`src/rtl/vend_pkg.sv`:
```
// Shared definitions for the vending dispense path: coin codes and values,
// controller state encoding, and the money width.
package vend_pkg;

  localparam int MONEY_W = 6;

  typedef logic [MONEY_W-1:0] money_t;

  typedef enum logic [1:0] {
    COIN_ZERO   = 2'b00,
    COIN_FIVE   = 2'b01,
    COIN_TEN    = 2'b10,
    COIN_TWENTY = 2'b11
  } coin_e;

  localparam money_t VAL_ZERO   = money_t'(0);
  localparam money_t VAL_FIVE   = money_t'(5);
  localparam money_t VAL_TEN    = money_t'(10);
  localparam money_t VAL_TWENTY = money_t'(20);

  typedef enum logic [2:0] {
    ST_IDLE     = 3'd0,
    ST_DISPENSE = 3'd1,
    ST_PAYOUT   = 3'd2,
    ST_DONE     = 3'd3,
    ST_FAULT    = 3'd4
  } state_e;

endpackage

```
`src/rtl/vend_dispense_ctrl_if.sv`:
```
// Request, motor, hopper and status signals of the dispense controller.
// drop_sensor exists only when VEND_DROP_SENSOR_EN is defined.
interface vend_dispense_ctrl_if;
  import vend_pkg::*;

  logic       req_valid;
  logic       req_ready;
  logic [3:0] req_product;
  money_t     req_change;
  logic       motor_en;
  logic [3:0] motor_sel;
`ifdef VEND_DROP_SENSOR_EN
  logic       drop_sensor;
`endif
  logic       hop_valid;
  logic [1:0] hop_coin;
  logic       hop_ack;
  logic       done;
  logic       short_change;
  logic       fault;
  logic       fault_clear;
  logic       busy;

  modport master (
    output req_ready, motor_en, motor_sel, hop_valid, hop_coin,
           done, short_change, fault, busy,
    input  req_valid, req_product, req_change, hop_ack, fault_clear
`ifdef VEND_DROP_SENSOR_EN
         , drop_sensor
`endif
  );

  modport slave (
    input  req_ready, motor_en, motor_sel, hop_valid, hop_coin,
           done, short_change, fault, busy,
    output req_valid, req_product, req_change, hop_ack, fault_clear
`ifdef VEND_DROP_SENSOR_EN
         , drop_sensor
`endif
  );

endinterface

```
`src/rtl/vend_change_sel.sv`:
```
// Greedy coin selector: largest coin not exceeding the amount, or nothing
// when the amount is below the smallest coin.
module vend_change_sel
  import vend_pkg::*;
(
  input  money_t remaining,
  output coin_e  coin,
  output money_t value
);

  always_comb begin
    coin  = COIN_ZERO;
    value = VAL_ZERO;
    if (remaining >= VAL_TWENTY) begin
      coin  = COIN_TWENTY;
      value = VAL_TWENTY;
    end else if (remaining >= VAL_TEN) begin
      coin  = COIN_TEN;
      value = VAL_TEN;
    end else if (remaining >= VAL_FIVE) begin
      coin  = COIN_FIVE;
      value = VAL_FIVE;
    end
  end

endmodule

```
`src/rtl/vend_dispense_ctrl.sv`:
```
// Dispense-phase sequencer: runs the product motor, then pays change coin by
// coin through the hopper. Define VEND_DROP_SENSOR_EN to end motoring on a drop sensor.
module vend_dispense_ctrl
  import vend_pkg::*;
#(
  parameter int DISPENSE_CYCLES = 8,
  parameter int DROP_TIMEOUT    = 64
) (
  input logic clk,
  input logic reset,
  vend_dispense_ctrl_if.master bus
);

  localparam int CNT_MAX = (DISPENSE_CYCLES > DROP_TIMEOUT) ? DISPENSE_CYCLES : DROP_TIMEOUT;
  localparam int CNT_W   = $clog2(CNT_MAX + 1);
`ifdef VEND_DROP_SENSOR_EN
  localparam logic [CNT_W-1:0] DROP_LAST = CNT_W'(DROP_TIMEOUT - 1);
`else
  localparam logic [CNT_W-1:0] DISP_LAST = CNT_W'(DISPENSE_CYCLES - 1);
`endif

  state_e           state_q, state_n;
  money_t           remaining, rem_n;
  logic [3:0]       product, prod_n;
  logic [CNT_W-1:0] cnt_q, cnt_n;
  logic             disp_exit;

  logic             req_ready_q, busy_q, motor_en_q, hop_valid_q, done_q, short_q;
  logic [3:0]       motor_sel_q;
  coin_e            hop_coin_q, next_coin;
  money_t           hop_value_q, next_value;

  // Selector looks at the amount that will be owed next cycle, so the coin is
  // registered together with the state that presents it.
  vend_change_sel u_sel (
    .remaining (rem_n),
    .coin      (next_coin),
    .value     (next_value)
  );

  always_comb begin
    state_n   = state_q;
    rem_n     = remaining;
    prod_n    = product;
    cnt_n     = cnt_q;
    disp_exit = 1'b0;
    case (state_q)
      ST_IDLE: begin
        if (bus.req_valid) begin
          state_n = ST_DISPENSE;
          prod_n  = bus.req_product;
          rem_n   = bus.req_change;
          cnt_n   = '0;
        end
      end
      ST_DISPENSE: begin
`ifdef VEND_DROP_SENSOR_EN
        if (bus.drop_sensor)          disp_exit = 1'b1;
        else if (cnt_q == DROP_LAST)  state_n   = ST_FAULT;
        else                          cnt_n     = cnt_q + CNT_W'(1);
`else
        if (cnt_q == DISP_LAST) disp_exit = 1'b1;
        else                    cnt_n     = cnt_q + CNT_W'(1);
`endif
        if (disp_exit) state_n = (remaining >= VAL_FIVE) ? ST_PAYOUT : ST_DONE;
      end
      ST_PAYOUT: begin
        // hop_valid is high for the whole of PAYOUT, so any ack here is genuine.
        if (bus.hop_ack) begin
          rem_n = remaining - hop_value_q;
          if (rem_n < VAL_FIVE) state_n = ST_DONE;
        end
      end
      ST_DONE:  state_n = ST_IDLE;
      ST_FAULT: if (bus.fault_clear) state_n = ST_IDLE;
      default:  state_n = ST_IDLE;
    endcase
  end

  // Outputs are decoded from the next state so they line up with the state register.
  always_ff @(posedge clk) begin
    if (reset) begin
      state_q     <= ST_IDLE;
      remaining   <= VAL_ZERO;
      product     <= '0;
      cnt_q       <= '0;
      req_ready_q <= 1'b1;
      busy_q      <= 1'b0;
      motor_en_q  <= 1'b0;
      motor_sel_q <= '0;
      hop_valid_q <= 1'b0;
      hop_coin_q  <= COIN_ZERO;
      hop_value_q <= VAL_ZERO;
      done_q      <= 1'b0;
      short_q     <= 1'b0;
    end else begin
      state_q     <= state_n;
      remaining   <= rem_n;
      product     <= prod_n;
      cnt_q       <= cnt_n;
      req_ready_q <= (state_n == ST_IDLE);
      busy_q      <= (state_n != ST_IDLE);
      motor_en_q  <= (state_n == ST_DISPENSE);
      motor_sel_q <= (state_n == ST_DISPENSE) ? prod_n : 4'd0;
      hop_valid_q <= (state_n == ST_PAYOUT);
      hop_coin_q  <= (state_n == ST_PAYOUT) ? next_coin : COIN_ZERO;
      hop_value_q <= (state_n == ST_PAYOUT) ? next_value : VAL_ZERO;
      done_q      <= (state_n == ST_DONE);
      short_q     <= (state_n == ST_DONE) && (rem_n != VAL_ZERO);
    end
  end

`ifdef VEND_DROP_SENSOR_EN
  logic fault_q;

  always_ff @(posedge clk) begin
    if (reset) fault_q <= 1'b0;
    else       fault_q <= (state_n == ST_FAULT);
  end

  assign bus.fault = fault_q;
`else
  assign bus.fault = 1'b0;
`endif

  assign bus.req_ready    = req_ready_q;
  assign bus.busy         = busy_q;
  assign bus.motor_en     = motor_en_q;
  assign bus.motor_sel    = motor_sel_q;
  assign bus.hop_valid    = hop_valid_q;
  assign bus.hop_coin     = hop_coin_q;
  assign bus.done         = done_q;
  assign bus.short_change = short_q;

endmodule

```
`src/flat_wrapper.sv`:
```
// flat-port wrapper written by rule: the top's interface ports become plain ports
module vend_dispense_ctrl_flat import vend_pkg::*;
#(
  parameter int DISPENSE_CYCLES = 8,
  parameter int DROP_TIMEOUT    = 64
)
  (clk, reset, bus_req_ready, bus_motor_en, bus_motor_sel, bus_hop_valid, bus_hop_coin, bus_done, bus_short_change, bus_fault, bus_busy, bus_req_valid, bus_req_product, bus_req_change, bus_hop_ack, bus_fault_clear);
  vend_dispense_ctrl_if bus_i ();
  input logic clk;
  input logic reset;
  output wire logic [$bits(bus_i.req_ready)-1:0] bus_req_ready;
  output wire logic [$bits(bus_i.motor_en)-1:0] bus_motor_en;
  output wire logic [$bits(bus_i.motor_sel)-1:0] bus_motor_sel;
  output wire logic [$bits(bus_i.hop_valid)-1:0] bus_hop_valid;
  output wire logic [$bits(bus_i.hop_coin)-1:0] bus_hop_coin;
  output wire logic [$bits(bus_i.done)-1:0] bus_done;
  output wire logic [$bits(bus_i.short_change)-1:0] bus_short_change;
  output wire logic [$bits(bus_i.fault)-1:0] bus_fault;
  output wire logic [$bits(bus_i.busy)-1:0] bus_busy;
  input wire logic [$bits(bus_i.req_valid)-1:0] bus_req_valid;
  input wire logic [$bits(bus_i.req_product)-1:0] bus_req_product;
  input wire logic [$bits(bus_i.req_change)-1:0] bus_req_change;
  input wire logic [$bits(bus_i.hop_ack)-1:0] bus_hop_ack;
  input wire logic [$bits(bus_i.fault_clear)-1:0] bus_fault_clear;
  assign bus_req_ready = bus_i.req_ready;
  assign bus_motor_en = bus_i.motor_en;
  assign bus_motor_sel = bus_i.motor_sel;
  assign bus_hop_valid = bus_i.hop_valid;
  assign bus_hop_coin = bus_i.hop_coin;
  assign bus_done = bus_i.done;
  assign bus_short_change = bus_i.short_change;
  assign bus_fault = bus_i.fault;
  assign bus_busy = bus_i.busy;
  assign bus_i.req_valid = bus_req_valid;
  assign bus_i.req_product = bus_req_product;
  assign bus_i.req_change = bus_req_change;
  assign bus_i.hop_ack = bus_hop_ack;
  assign bus_i.fault_clear = bus_fault_clear;
  vend_dispense_ctrl #(.DISPENSE_CYCLES(DISPENSE_CYCLES), .DROP_TIMEOUT(DROP_TIMEOUT)) u_core (.clk(clk), .reset(reset), .bus(bus_i));
endmodule
```
`config.mk`:
```
export PLATFORM = sky130hd
export DESIGN_NAME = vend_dispense_ctrl_flat
export DESIGN_NICKNAME = d
export VERILOG_FILES = /design/src/rtl/vend_pkg.sv /design/src/rtl/vend_dispense_ctrl_if.sv /design/src/rtl/vend_change_sel.sv /design/src/rtl/vend_dispense_ctrl.sv /design/src/flat_wrapper.sv
export SDC_FILE = /design/constraint.sdc
export NUM_CORES = 1
export LEC_CHECK = 0
export BUFFER_PORTS_ARGS = -buffer_cell sky130_fd_sc_hd__buf_2
export CORE_MARGIN = 4
export CORE_UTILIZATION = 40
export DETAILED_ROUTE_END_ITERATION = 8
export MAX_ROUTING_LAYER = met4
export PLACE_DENSITY = 0.68
export REMOVE_ABC_BUFFERS = 1
export SKIP_CTS_REPAIR_TIMING = 1
export SYNTH_ARGS = -nofsm -noshare
export SYNTH_HDL_FRONTEND = slang
export SYNTH_HIERARCHICAL = 1
export SYNTH_SLANG_ARGS = --single-unit
```
`constraint.sdc`:
```
create_clock -name clk -period 4 [get_ports clk]
set_input_delay 0.4 -clock clk [delete_from_list [all_inputs] [get_ports clk]]
set_output_delay 0.4 -clock clk [all_outputs]
set_load 0.02 [all_outputs]
```
# Yosys cells after proc, flatten, opt, wreduce, memory -nomap -nowiden
# Index checks and enable logic that the tools add are counted.
# W data, S select, Z words.
# op_classes
bitwise	2
add_sub_neg	2
reduce_logical	11
n_mux	23
eq_ne	9
n_mul	0
div	0
shifts	0
magnitude_cmp	5
# ops
op	count
$mux W3	6
$mux W7	2
$pmux W7 S2	1
$ge A6 B3 Y1 const B	2
$mux W4	3
$mux W6	2
$pmux W3 S4	1
$pmux W6 S2	1
$eq A3 B2 Y1 const B	3
$add A7 B1 Y7 const B	1
$eq A7 B3 Y1 const B	1
$eq A3 B1 Y1 const B	2
$ge A6 B4 Y1 const B	1
$ge A6 B5 Y1 const B	1
$logic_not A3 Y1	2
$lt A6 B3 Y1 const B	1
$reduce_bool A6 Y1	1
$sub A6 B6 Y6	1
$mux W5	1
$mux W1	4
$mux W2	2
$ne A2 B2 Y1 const B	2
$reduce_or A2 Y1	2
$reduce_or A4 Y1	1
other kinds (7)	8
# totals
ff_bits	38
mem_bits_ro	0
ramBits	0
in_bits	15
out_inout_bits	13
latchBits	0
memories	0

# Logic depth before layout (Yosys ltp)
# logic_depth
word_depth	8
mapped_depth	14
mapped_depth_nobuf	13

# Modules after synthesis
# The synthesis kept the hierarchy.
# by_module_without_submodules
module	seq_area_each_um2	n_inst	area_each_um2	cells_per_inst
vend_dispense_ctrl	760.7	1	1766.7	189
vend_change_sel	0.0	1	113.9	20

# Worst setup path after synthesis
# OpenSTA, ideal clock, no wires.
# synth_path
kind	reg-to-reg
startpoint	register u_core.remaining[1]
endpoint	register u_core.hop_value_q[2]
required_ps	3885
n_path_buf	1
arrival_ps	2286
setup_slack_ps	1599
path_stages_with_launch	11
cell_sequence	dfxtp_1 ha_1 nor2b_1 o2111a_1 nor4_1 o21ai_1 a221oi_1 inv_1 a21o_1 buf_4 and2_1
# synth_between
word_cells_on_any_way	20
# synth_rtl
item	line_no	source
start: declaration	vend_dispense_ctrl.sv:23	money_t remaining, rem_n;
start signal: assignment	vend_dispense_ctrl.sv:98	remaining <= rem_n;
$sub A6 B6 Y6 (*)	vend_dispense_ctrl.sv:70	rem_n = remaining - hop_value_q;
$mux W6 (*)	vend_dispense_ctrl.sv:69	if (bus.hop_ack) begin
$pmux W6 S2 (*)	vend_dispense_ctrl.sv:47	case (state_q)
named net u_core.rem_n[5]	vend_dispense_ctrl.sv:23	
$ge A6 B3 Y1	vend_change_sel.sv:20	end else if (remaining >= VAL_FIVE) begin
$mux W3	vend_change_sel.sv:20	
$mux W4	vend_change_sel.sv:17	end else if (remaining >= VAL_TEN) begin
$mux W5 (*)	vend_change_sel.sv:14	if (remaining >= VAL_TWENTY) begin
named net u_core.next_value[2]	vend_dispense_ctrl.sv:31	money_t hop_value_q, next_value;
end signal: assignment	vend_dispense_ctrl.sv:107	hop_value_q <= (state_n == ST_PAYOUT) ? next_value : VAL_ZERO;
end: declaration	vend_dispense_ctrl.sv:31	
# Mark *: on every way through the listed nets, which the timed path passes. The rest lies on a longest branch.
# A chain may end at the register's enable or synchronous reset.

# Final worst setup path
# layout_path
startpoint	register u_core.state_q[2]
endpoint	register u_core.hop_coin_q[0] (netlist: u_core/bus.hop_coin[0])
# layout_between
elab_chain_len	6
word_cells_on_any_way	20
# layout_rtl
item	line_no	source
start: declaration	vend_dispense_ctrl.sv:22	state_e state_q, state_n;
start signal: assignment	vend_dispense_ctrl.sv:97	state_q <= state_n;
$eq A3 B2 Y1 / $logic_not A3 Y1 (equally long branches)	vend_dispense_ctrl.sv:47	
$pmux W6 S2 (*)	vend_dispense_ctrl.sv:47	
named net u_core.rem_n[3]	vend_dispense_ctrl.sv:23	
$ge A6 B3 Y1	vend_change_sel.sv:20	
$mux W1	vend_change_sel.sv:20	
$mux W2	vend_change_sel.sv:17	
$mux W2 (*)	vend_change_sel.sv:14	
named net u_core.next_coin[0]	vend_dispense_ctrl.sv:30	coin_e hop_coin_q, next_coin;
end signal: assignment	vend_dispense_ctrl.sv:106	hop_coin_q <= (state_n == ST_PAYOUT) ? next_coin : COIN_ZERO;
end: declaration	vend_dispense_ctrl.sv:30	
# Marked as above.

==> results.yml <==
run_status:
  result_of_the_run: "completed"
routing:
  post_drt_via_cell_ratio: 5.24
  detail_route.iter0.violations: 65
  drc: 0
  first_pass_iteration_count_of_the_detailed_router: 4
  wl_per_cell_um: 13.3
  routed-via-count: 1505
  wl_mm: 3.80
  drt.antenna.violating_nets: 0
floorplanning:
  die_h_um: 76.6
  dieArea_um2: 5860
  die_width_um: 76.6
  effective_utilization_at_floorplan_pct: 42.3
  core_area_um2: 4440
  rows: 24
  top_level_ports: 28
timing:
  finalCriticalPeriod_ns: 2.82
  timing.final.crit_share_pct: 70.5
  report.final.hold_viol_count: 0
  grt_setup_unrepaired: "no"
  fin_tns_setup_ns: 0
  slew-limit-headroom_pct: 44.5
  setup_viol: 0
  worst_pin_slew_ns: 0.830
  final_max_slew_viol_count: 0
  clock.fmax_mhz: 355
  clock-skew-final_ns: 0.00572
critical_path:
  critical-path-top-cell-by-count: "sky130_fd_sc_hd__nor2_1"
  timing.reg2reg.setup_slack_ns: 1.18
  start_kind: "flip-flop"
  worst-endpoint-required_ns: 4.18
  crit_arrival_ns: 3.00
  endpoint_kind: "flip-flop"
  cp_cell_sequence: "nor4b_2 -> nor2_1 -> a22o_1 -> a21oi_1 -> inv_1 -> nor4_1 -> nor2_1 -> a21o_1 -> and2_1"
  reg2regPathDepth: 9
  timing.critical_path.slowest_cell_delay_ns: 0.77
  slowest_library_cell_on_the_worst_path: "sky130_fd_sc_hd__nor4b_2"
  timing.setup.critical_path_class: "flip-flop to flip-flop"
  critical_path_end: "u_core/bus.hop_coin[0]"
  critical_path_peak_fanout: 9
  timing.rr.start: "u_core/state_q[2]"
  crit_path_start: "u_core/state_q[2]"
  rr_endpoint: "u_core/bus.hop_coin[0]"
synthesis:
  postSynth.topFlopCell: "sky130_fd_sc_hd__dfxtp_1"
  synth_enable_flop_cells: 0
  synthArstFlopShare_pct: 0
  synth_warnings: 6
  post_synth_inst_count: 209
  post_synth_fa_ha_maj_area_fraction_pct: 5.06
  synth_xor_area_share_pct: 3.73
  synth_top_family_by_area: "simple AND/OR/NAND/NOR gates"
  synth-seq-cells: 38
  synth.mux.area_fraction_pct: 2.66
  syn-cell-area_um2: 1880
  synth_simple_gate_area_share_pct: 27.0
  yosysSeqAreaShare_pct: 40.5
  synth-compound-area-share_pct: 16.0
  postSynthAreaPerCell_um2: 9.00
  synth.lib_cells_used.distinct: 54
grt:
  grt_overflow_total: 0
  total_grt_usage_pct: 13.7
  antenna_violations_before_repair: 0
  grt_first_pass_wirelength_mm: 6.29
  grt_max_degree: 24
  grt_pass1_vias: 1393
cells_and_area:
  mostFrequentLayoutCells: "sky130_fd_sc_hd__dfxtp_1, sky130_fd_sc_hd__nor2_1, sky130_fd_sc_hd__buf_2"
  utilization_pct: 47.6
  area_growth_pct: 12.5
  drive_above_1_share_pct: 18.7
  design.final.nets: 257
  final_common_cell: "sky130_fd_sc_hd__dfxtp_1"
  antenna_cells: 0
  fill_cells: 449
clock_network:
  clk_latency_ns: 0.28
  ctsLongestPathBuffers: 2
  clock-root-buffer: "sky130_fd_sc_hd__clkbuf_8"
  number_of_levels_in_the_clock_h_tree: 2
  cts-buffers-inserted: 5
  cts_sinks: 38
  tritoncts: "yes"
  cts.clk_slew.worst_paths_ns: 0.07
placed_design:
  placement.io_buffers: 26
  placer_s_final_routability_congestion_estimate: 0.824
  dp_hpwl_mm: 2.85
flow_run:
  max_cap_violations: 0
power:
  p_leak_uw: 0.000897
  peakVddDrop_uv: 189
  cellPowerDensity_nw_per_um2: 366
hold_path:
  hp-class: "input pin to flip-flop"
-- metrics by stage --
step / area (µm²) / setup slack, ns / power (µW) / instances / hold WS [ns]
2_1_floorplan: 1830 / 1.36 / 501 / 201 / 0.455
3_3_place_gp: 2040 / 1.25 / 536 / 280 / 0.468
3_5_place_dp: 2040 / 1.25 / 536 / 280 / 0.482
4_1_cts: 2120 / 1.23 / 782 / 287 / 0.371
5_1_grt: 2120 / 0.937 / 819 / 287 / 0.403
6_report: 2120 / 1.18 / 774 / 287 / 0.380
-- kinds of logic after synthesis --
| family | count (synthesis) |
|---|---|
| fa+ha+maj | 7 |
| flops | 38 |
| other cells | 2 |
| mux | 5 |
| simple gates | 90 |
| compound gates | 40 |
| xor+xnor | 8 |
| buf+inv | 19 |
-- synth_stat cells (2+ instances only) --
cell type,instances,area (µm²)
sky130_fd_sc_hd__dfxtp_1,38,761
sky130_fd_sc_hd__nor2b_1,7,43.8
sky130_fd_sc_hd__o21a_1,2,15.0
sky130_fd_sc_hd__conb_1,2,7.51
sky130_fd_sc_hd__a21o_1,3,22.5
sky130_fd_sc_hd__o21ai_1,2,10.0
sky130_fd_sc_hd__buf_4,4,30.0
sky130_fd_sc_hd__and3_1,2,12.5
sky130_fd_sc_hd__a221o_1,2,20.0
sky130_fd_sc_hd__nand2_1,8,30.0
sky130_fd_sc_hd__a22o_1,3,26.3
sky130_fd_sc_hd__nand4_1,3,18.8
sky130_fd_sc_hd__a21oi_1,9,45.0
sky130_fd_sc_hd__mux2i_1,5,50.1
sky130_fd_sc_hd__nand2b_1,5,31.3
sky130_fd_sc_hd__nor4_1,3,18.8
sky130_fd_sc_hd__nand3_1,2,10.0
sky130_fd_sc_hd__inv_1,10,37.5
sky130_fd_sc_hd__nor3_1,7,35.0
sky130_fd_sc_hd__clkbuf_1,3,11.3
sky130_fd_sc_hd__or2_1,3,18.8
sky130_fd_sc_hd__xor2_1,7,61.3
sky130_fd_sc_hd__o21ai_0,6,30.0
sky130_fd_sc_hd__ha_1,6,75.1
sky130_fd_sc_hd__and2_1,9,56.3
sky130_fd_sc_hd__nor2_1,30,113
-- power breakdown --
group | total, µW | internal (µW) | switching, µW | leakage (µW)
logic | 128 | 52.7 | 75.6 | 0.000543
registers | 400 | 392 | 8.95 | 0.000309
clock network | 245 | 117 | 128 | 0.0000438
-- critical path: cells and delay by family (launching register included) --
family	cells	cell delay, ns
AND/OR/NAND/NOR	5	1.55
AO/OA/AOI/OAI	3	0.63
buffers and inverters	1	0.15
flip-flops	1	0.38
-- sequential cells by signal, summed over array words and instances (netlist names) --
signal and flops:
u_core/bus.busy 1, u_core/bus.done 1, u_core/bus.hop_coin 2, u_core/bus.hop_valid 1, u_core/bus.motor_en 1, u_core/bus.motor_sel 4
u_core/bus.req_ready 1, u_core/bus.short_change 1, u_core/cnt_q 7, u_core/hop_value_q 6, u_core/product 4, u_core/remaining 6
u_core/state_q 3
-- worst min path at each step --
stage,start,to,slack (ns),depth (start not counted)
2_1_floorplan,u_core/product[0],u_core/product[0],0.46,2
3_3_place_gp,u_core/product[3],u_core/product[3],0.47,2
3_5_place_dp,u_core/product[3],u_core/product[3],0.48,2
4_1_cts,bus_fault_clear,u_core/state_q[2],0.37,3
5_1_grt,bus_req_product[3],u_core/product[3],0.40,3
6_report,bus_req_product[0],u_core/product[0],0.38,3
-- per-layer routing --
metal  global-route usage, %  routed length, µm  vias to the layer above
li1                        -                  -                      777
met1                    16.3               1790                      686
met2                    22.0               1790                       38
met3                    3.43                178                        4
met4                    5.98                 52                        0
met5                       -                  0                        -
-- layout make-up --
| cell class | instances | area, µm² | share of cell area [%] |
|---|---|---|---|
| sequential | 38 | 761 | 36.0 |
| timing repair buffer | 27 | 138 | 6.51 |
| tap | 52 | 65.1 | 3.08 |
| clock buffer | 5 | 68.8 | 3.25 |
| clock inverter | 2 | 10.0 | 0.473 |
| inverter | 11 | 41.3 | 1.95 |
| multi-input combinational | 152 | 1030 | 48.8 |
Note: power is estimated with default switching activity, not from simulation.
